## src/rtl/spi_cmd_pkg.sv

```systemverilog
`default_nettype none
// ============================================================================
//  Module      : spi_cmd_pkg
//  Description : Shared types and constants for the SPI command decoder:
//                FSM state encoding, command-byte field positions, error
//                counter ceiling and the default frame-start sync byte.
//  Revision    : 1.0 - initial release
// ============================================================================
package spi_cmd_pkg;

    // Decoder FSM states, explicitly 3 bits wide.
    typedef enum logic [2:0] {
        ST_IDLE  = 3'd0,
        ST_CMD   = 3'd1,
        ST_WRITE = 3'd2,
        ST_READ  = 3'd3,
        ST_DROP  = 3'd4
    } state_e;

    // Command byte bit that selects read (1) or write (0).
    localparam int         CMD_RD_BIT        = 7;
    // Rejected-frame counter ceiling.
    localparam logic [7:0] ERR_COUNT_MAX     = 8'hFF;
    // Byte shifted out while the command byte is being received.
    localparam logic [7:0] DEFAULT_SYNC_BYTE = 8'hA5;

endpackage : spi_cmd_pkg
`default_nettype wire

```

## src/rtl/spi_cmd_decoder.sv

```systemverilog
`default_nettype none
// ============================================================================
//  Module      : spi_cmd_decoder
//  Description : Decodes the SPI byte stream (already in the in_clk domain)
//                into auto-incrementing register-bank writes and reads, and
//                returns readback bytes to the SPI slave transmit side.
//  Revision    : 1.0 - initial release
//
//  Ports
//    in_clk        system clock
//    in_rst_n      asynchronous active-low reset
//    in_cs_n       synchronized frame select, low = frame active
//    in_rx_valid   one-cycle strobe, in_rx_byte holds a received byte
//    in_rx_byte    received byte
//    o_tx_byte     byte for the SPI slave to shift out next
//    o_tx_valid    one-cycle strobe when o_tx_byte is updated
//    o_reg_addr    register address
//    o_reg_wdata   register write data
//    o_reg_wr_en   one-cycle register write strobe
//    o_reg_rd_en   one-cycle register read strobe (rdata valid next cycle)
//    in_reg_rdata  register read data
//    o_err_count   saturating count of rejected frames
// ============================================================================
module spi_cmd_decoder
    import spi_cmd_pkg::*;
#(
    parameter int         NUM_REGS  = 16,
    parameter logic [7:0] SYNC_BYTE = DEFAULT_SYNC_BYTE,
    parameter int         ADDR_W    = 7
) (
    input  logic              in_clk,
    input  logic              in_rst_n,
    input  logic              in_cs_n,
    input  logic              in_rx_valid,
    input  logic [7:0]        in_rx_byte,
    output logic [7:0]        o_tx_byte,
    output logic              o_tx_valid,
    output logic [ADDR_W-1:0] o_reg_addr,
    output logic [7:0]        o_reg_wdata,
    output logic              o_reg_wr_en,
    output logic              o_reg_rd_en,
    input  logic [7:0]        in_reg_rdata,
    output logic [7:0]        o_err_count
);

    localparam logic [ADDR_W:0]   c_NUM_REGS  = (ADDR_W+1)'(NUM_REGS);
    localparam logic [ADDR_W-1:0] c_LAST_ADDR = ADDR_W'(NUM_REGS - 1);

    state_e            state_q;
    logic              cs_prev_q;   // in_cs_n of the previous cycle
    logic              rd_pend_q;   // read issued last cycle, rdata valid now
    logic [7:0]        tx_byte_q;
    logic              tx_valid_q;
    logic [ADDR_W-1:0] addr_q;
    logic [7:0]        wdata_q;
    logic              wr_en_q;
    logic              rd_en_q;
    logic [7:0]        err_q;

    logic              w_cmd_is_rd;
    logic [ADDR_W-1:0] w_cmd_addr;
    logic              w_addr_legal;
    logic [ADDR_W-1:0] w_addr_inc;

    assign w_cmd_is_rd  = in_rx_byte[CMD_RD_BIT];
    assign w_cmd_addr   = in_rx_byte[ADDR_W-1:0];
    assign w_addr_legal = ({1'b0, w_cmd_addr} < c_NUM_REGS);
    // Auto-increment wraps at the top of the register bank, not at 2**ADDR_W.
    assign w_addr_inc   = (addr_q == c_LAST_ADDR) ? '0 : addr_q + ADDR_W'(1);

    always_ff @(posedge in_clk or negedge in_rst_n) begin
        if (!in_rst_n) begin
            state_q    <= ST_IDLE;
            cs_prev_q  <= 1'b0;   // forces a high cs_n to be seen before a frame
            rd_pend_q  <= 1'b0;
            tx_byte_q  <= SYNC_BYTE;
            tx_valid_q <= 1'b0;
            addr_q     <= '0;
            wdata_q    <= '0;
            wr_en_q    <= 1'b0;
            rd_en_q    <= 1'b0;
            err_q      <= '0;
        end else begin
            cs_prev_q  <= in_cs_n;
            tx_valid_q <= 1'b0;
            wr_en_q    <= 1'b0;
            rd_en_q    <= 1'b0;

            // Read pipeline runs independently of the FSM so that a read in
            // flight when the frame ends still completes.
            rd_pend_q <= rd_en_q;
            if (rd_pend_q) begin
                tx_byte_q  <= in_reg_rdata;
                tx_valid_q <= 1'b1;
            end

            // Write address advances the cycle after each write strobe.
            if (wr_en_q) begin
                addr_q <= w_addr_inc;
            end

            if (state_q != ST_IDLE && in_cs_n) begin
                // Frame end; a coinciding rx byte is discarded.
                state_q <= ST_IDLE;
            end else begin
                case (state_q)
                    ST_IDLE: begin
                        // Falling cs_n starts a frame. Placed after the read
                        // pipeline so the sync byte wins a same-cycle clash.
                        if (!in_cs_n && cs_prev_q) begin
                            state_q    <= ST_CMD;
                            tx_byte_q  <= SYNC_BYTE;
                            tx_valid_q <= 1'b1;
                        end
                    end
                    ST_CMD: begin
                        if (in_rx_valid) begin
                            if (!w_addr_legal) begin
                                state_q <= ST_DROP;
                                if (err_q != ERR_COUNT_MAX) begin
                                    err_q <= err_q + 8'd1;
                                end
                            end else begin
                                addr_q <= w_cmd_addr;
                                if (w_cmd_is_rd) begin
                                    state_q <= ST_READ;
                                    rd_en_q <= 1'b1;
                                end else begin
                                    state_q <= ST_WRITE;
                                end
                            end
                        end
                    end
                    ST_WRITE: begin
                        if (in_rx_valid) begin
                            wdata_q <= in_rx_byte;
                            wr_en_q <= 1'b1;
                        end
                    end
                    ST_READ: begin
                        // Dummy byte: value ignored, fetch the next register.
                        if (in_rx_valid) begin
                            addr_q  <= w_addr_inc;
                            rd_en_q <= 1'b1;
                        end
                    end
                    ST_DROP: begin
                        // Swallow everything until cs_n rises.
                    end
                    default: begin
                        state_q <= ST_IDLE;
                    end
                endcase
            end
        end
    end

    assign o_tx_byte   = tx_byte_q;
    assign o_tx_valid  = tx_valid_q;
    assign o_reg_addr  = addr_q;
    assign o_reg_wdata = wdata_q;
    assign o_reg_wr_en = wr_en_q;
    assign o_reg_rd_en = rd_en_q;
    assign o_err_count = err_q;

endmodule : spi_cmd_decoder
`default_nettype wire
```

## config.mk

```make
export PLATFORM = sky130hd
export DESIGN_NAME = spi_cmd_decoder
export DESIGN_NICKNAME = d
export VERILOG_FILES = /design/src/rtl/spi_cmd_pkg.sv /design/src/rtl/spi_cmd_decoder.sv
export SDC_FILE = /design/constraint.sdc
export NUM_CORES = 1
export LEC_CHECK = 0
export BUFFER_PORTS_ARGS = -buffer_cell sky130_fd_sc_hd__buf_2
export CORE_MARGIN = 2
export CORE_UTILIZATION = 25
export CTS_CLUSTER_DIAMETER = 100
export DETAILED_ROUTE_END_ITERATION = 12
export PLACE_DENSITY_LB_ADDON = 0.15
export SYNTH_ARGS = -nofsm -noshare
export SYNTH_HDL_FRONTEND = slang
export SYNTH_SLANG_ARGS = --single-unit
export TNS_END_PERCENT = 10
```

## constraint.sdc

```tcl
create_clock -name in_clk -period 1.8 [get_ports in_clk]
set_input_delay 0.09 -clock in_clk [delete_from_list [all_inputs] [get_ports in_clk]]
set_output_delay 0.09 -clock in_clk [all_outputs]
set_load 0.02 [all_outputs]
```

==> results.tsv <==
metric	value	unit
Initial Util	26.1	%
Worst Skew	0.00498	ns
largest net degree at the start of global routing	21	
Tot Pwr	2.38	mW
GR Util All Layers	11.7	%
IO buf count	53	
count of cell types in the netlist	40	
# rows	31	
Inserted Clock Buffers	5	
final setup fails	0	
Leakage	1.19	nW
Cell Area, Synth	1920	um2
RSZ-0062 raised after global routing	true	
global-route wire length before repair	7.96	mm
EDFF count, synth	0	
Yosys top cell area share	45.5	%
Post-route DRC	0	
sequential element share of the synthesized area	51.0	%
drt pass-1 iters	4	
Avg Cell Area, Syn	11.1	um2
die footprint	8410	um2
Yosys top cell by area	dfrtp_1	
Final Hold Viols	0	
layout cell share with drive strength beyond 1	39.0	%
synth warn	0	
IO Pins	54	
Max-Slew Margin vs Limit	65.0	%
fin nets	270	
H-Tree Depth	2	
clk slew on worst S/H paths	0.08	ns
ANT nets after route	0	
Die Wd	91.7	um
r2r endpoint	o_err_count[1]	
top cells by area, synth	dfrtp_1 (46%), mux2_2 (5.9%), dfstp_2 (5.5%), mux2i_1 (4.7%), xnor2_1 (3.2%)	
worst flop-to-flop path startpoint	state_q[2]	
PD cells	941	nW/um2
R2R depth	4	
CP Class	in -> reg	
clk buf depth	2	
Pins Over Slew Limit	0	
Fin Setup TNS	0	ns
via count	1562	
synth cell count leaders	dfrtp_1 (35), nand2_1 (16), nor2_1 (11)	
CP max FO	9	
RePlAce Congestion	0.704	
clk_lat worst skew	0.29	ns
Synth Net Count	196	
synthesized flop and latch total	39	
Max Clk Rate	568	MHz
status	finished, final reports clean	
initial antenna violation count	0	
Core Box Area	7370	um2
Cells after Synth	174	
peak supply drop	0.699	mV
type of origin of the critical path	primary input	
max-cap viol count	0	
Die Y	91.7	um
Hold Path Sink	o_tx_byte[7]	
Root Buffer	clkbuf_8	
GRT overflow	0	
via-per-instance ratio	4.49	
Hold WC Path Type	in -> reg	
reg2reg setup slack	0.08	ns
Critical Path Sink Type	register	
CTS tree	built	
Worst EP required	1.98	ns
# diodes	0	
hold path cells	3	
Synth-to-Final Area Change	31.7	%
wirelength, routed	4.62	mm
most frequent cell after synthesis	dfrtp_1	
WL per Instance	13.3	um
Worst Max-Slew Pin Slew	0.517	ns
asr flop ratio synth	100	%
number of global-route vias before repair	1629	
period utilization	97.8	%
DRT iter0 DRCs	76	
HPWL Detailed	3.42	mm
Top FF cell, synth	dfrtp_1	
critical path arrival	1.94	ns
hold path start	in_reg_rdata[7]	
CTS sink cnt	39	
min cycle time layout	1.76	ns
## layout by cell type, fill, tap and decap left out, types with 3 or more instances in the layout
cell type and instances:
buf_2 53, dfrtp_1 34, buf_4 18, nand2_1 16
nor2_1 11, mux2_2 10, mux2i_1 9, xnor2_1 7
a21oi_1 6, and3_1 6, o21ai_0 6, nand2b_1 5
clkbuf_8 5, nor3_1 4, nand3_1 4, xor2_1 4
a31oi_1 4, nand4_1 4, dfstp_2 4, nor2b_1 3
o2bb2ai_1 3, o211ai_1 3
## worst max-delay path, cell delays in order
cell	delay, ns
dlygate4sd3_1	0.54
buf_2	0.17
or3_4	0.38
a311oi_4	0.28
buf_4	0.16
mux2_2	0.32
## worst max path at each step
stage,from,to,slack (ns),cells past startpoint
detailed placement,state_q[2],o_err_count[7],0.10,5
finish,in_cs_n,o_err_count[1],0.04,6
global placement,o_err_count[1],o_err_count[6],0.14,6
CTS,in_cs_n,o_err_count[7],0.06,7
global route,in_cs_n,o_err_count[1],-0.006,6
floorplan,o_err_count[0],o_err_count[1],0.003,4
## state kept, by name (all words and copies together) (netlist names)
name,flops
o_reg_wr_en,1
o_tx_valid,1
o_tx_byte,8
state_q,3
o_reg_wdata,8
o_reg_addr,7
rd_pend_q,1
o_err_count,8
o_reg_rd_en,1
cs_prev_q,1
## cells by family after synthesis
| kind of cell | count (synthesis) | synth area share, % |
|---|---|---|
| XOR/XNOR | 11 | 5.01 |
| AO/OA/AOI/OAI | 31 | 11.6 |
| AND/OR/NAND/NOR | 65 | 18.5 |
| flip-flops | 39 | 51.0 |
| multiplexers | 19 | 10.5 |
| adder cells (fa/ha/maj) | 2 | 1.30 |
| buffers and inverters | 7 | 1.95 |
## metrics by stage
step	setup slack [ns]	cell area [um2]	util (%)	std cells	hold WS (ns)
finish	0.0404	2530	34.4	348	0.0128
global route	-0.00565	2530	34.4	348	0.0197
CTS	0.0576	2520	34.1	346	0.0104
detailed placement	0.104	2410	32.8	336	0.0943
global placement	0.140	2410	32.8	336	0.0947
floorplan	0.00268	1920	-	174	-0.206
## layout make-up
cell class | count | area (um2)
flip-flops and latches | 39 | 982
repair buffers | 74 | 440
clock inverters | 1 | 5.00
fillers | 797 | 4840
well taps | 99 | 124
multi-input cells | 128 | 905
clock buffers | 7 | 76.3
## report_power, final
group	internal (mW)	switching (mW)
sequential	0.974	0.0979
clock	0.272	0.314
combinational	0.322	0.403
total	1.57	0.814
## routing by layer
layer	wire (um)	global-route usage, %	vias to the layer above
li1	-	-	787
met1	2350	16.7	731
met2	2000	17.2	40
met3	229	3.62	4
met4	36	2.99	0
met5	0	0	-
## repair_timing
| action | in CTS | in global routing |
|---|---|---|
| resized for setup | 0 | 1 |
| endpoints found under the setup margin | 0 | 6 |
| buffers inserted | 0 | 2 |
| endpoints found under the hold margin | 19 | 0 |
| hold buffers | 2 | 0 |
(Power assumes the default switching activity.)
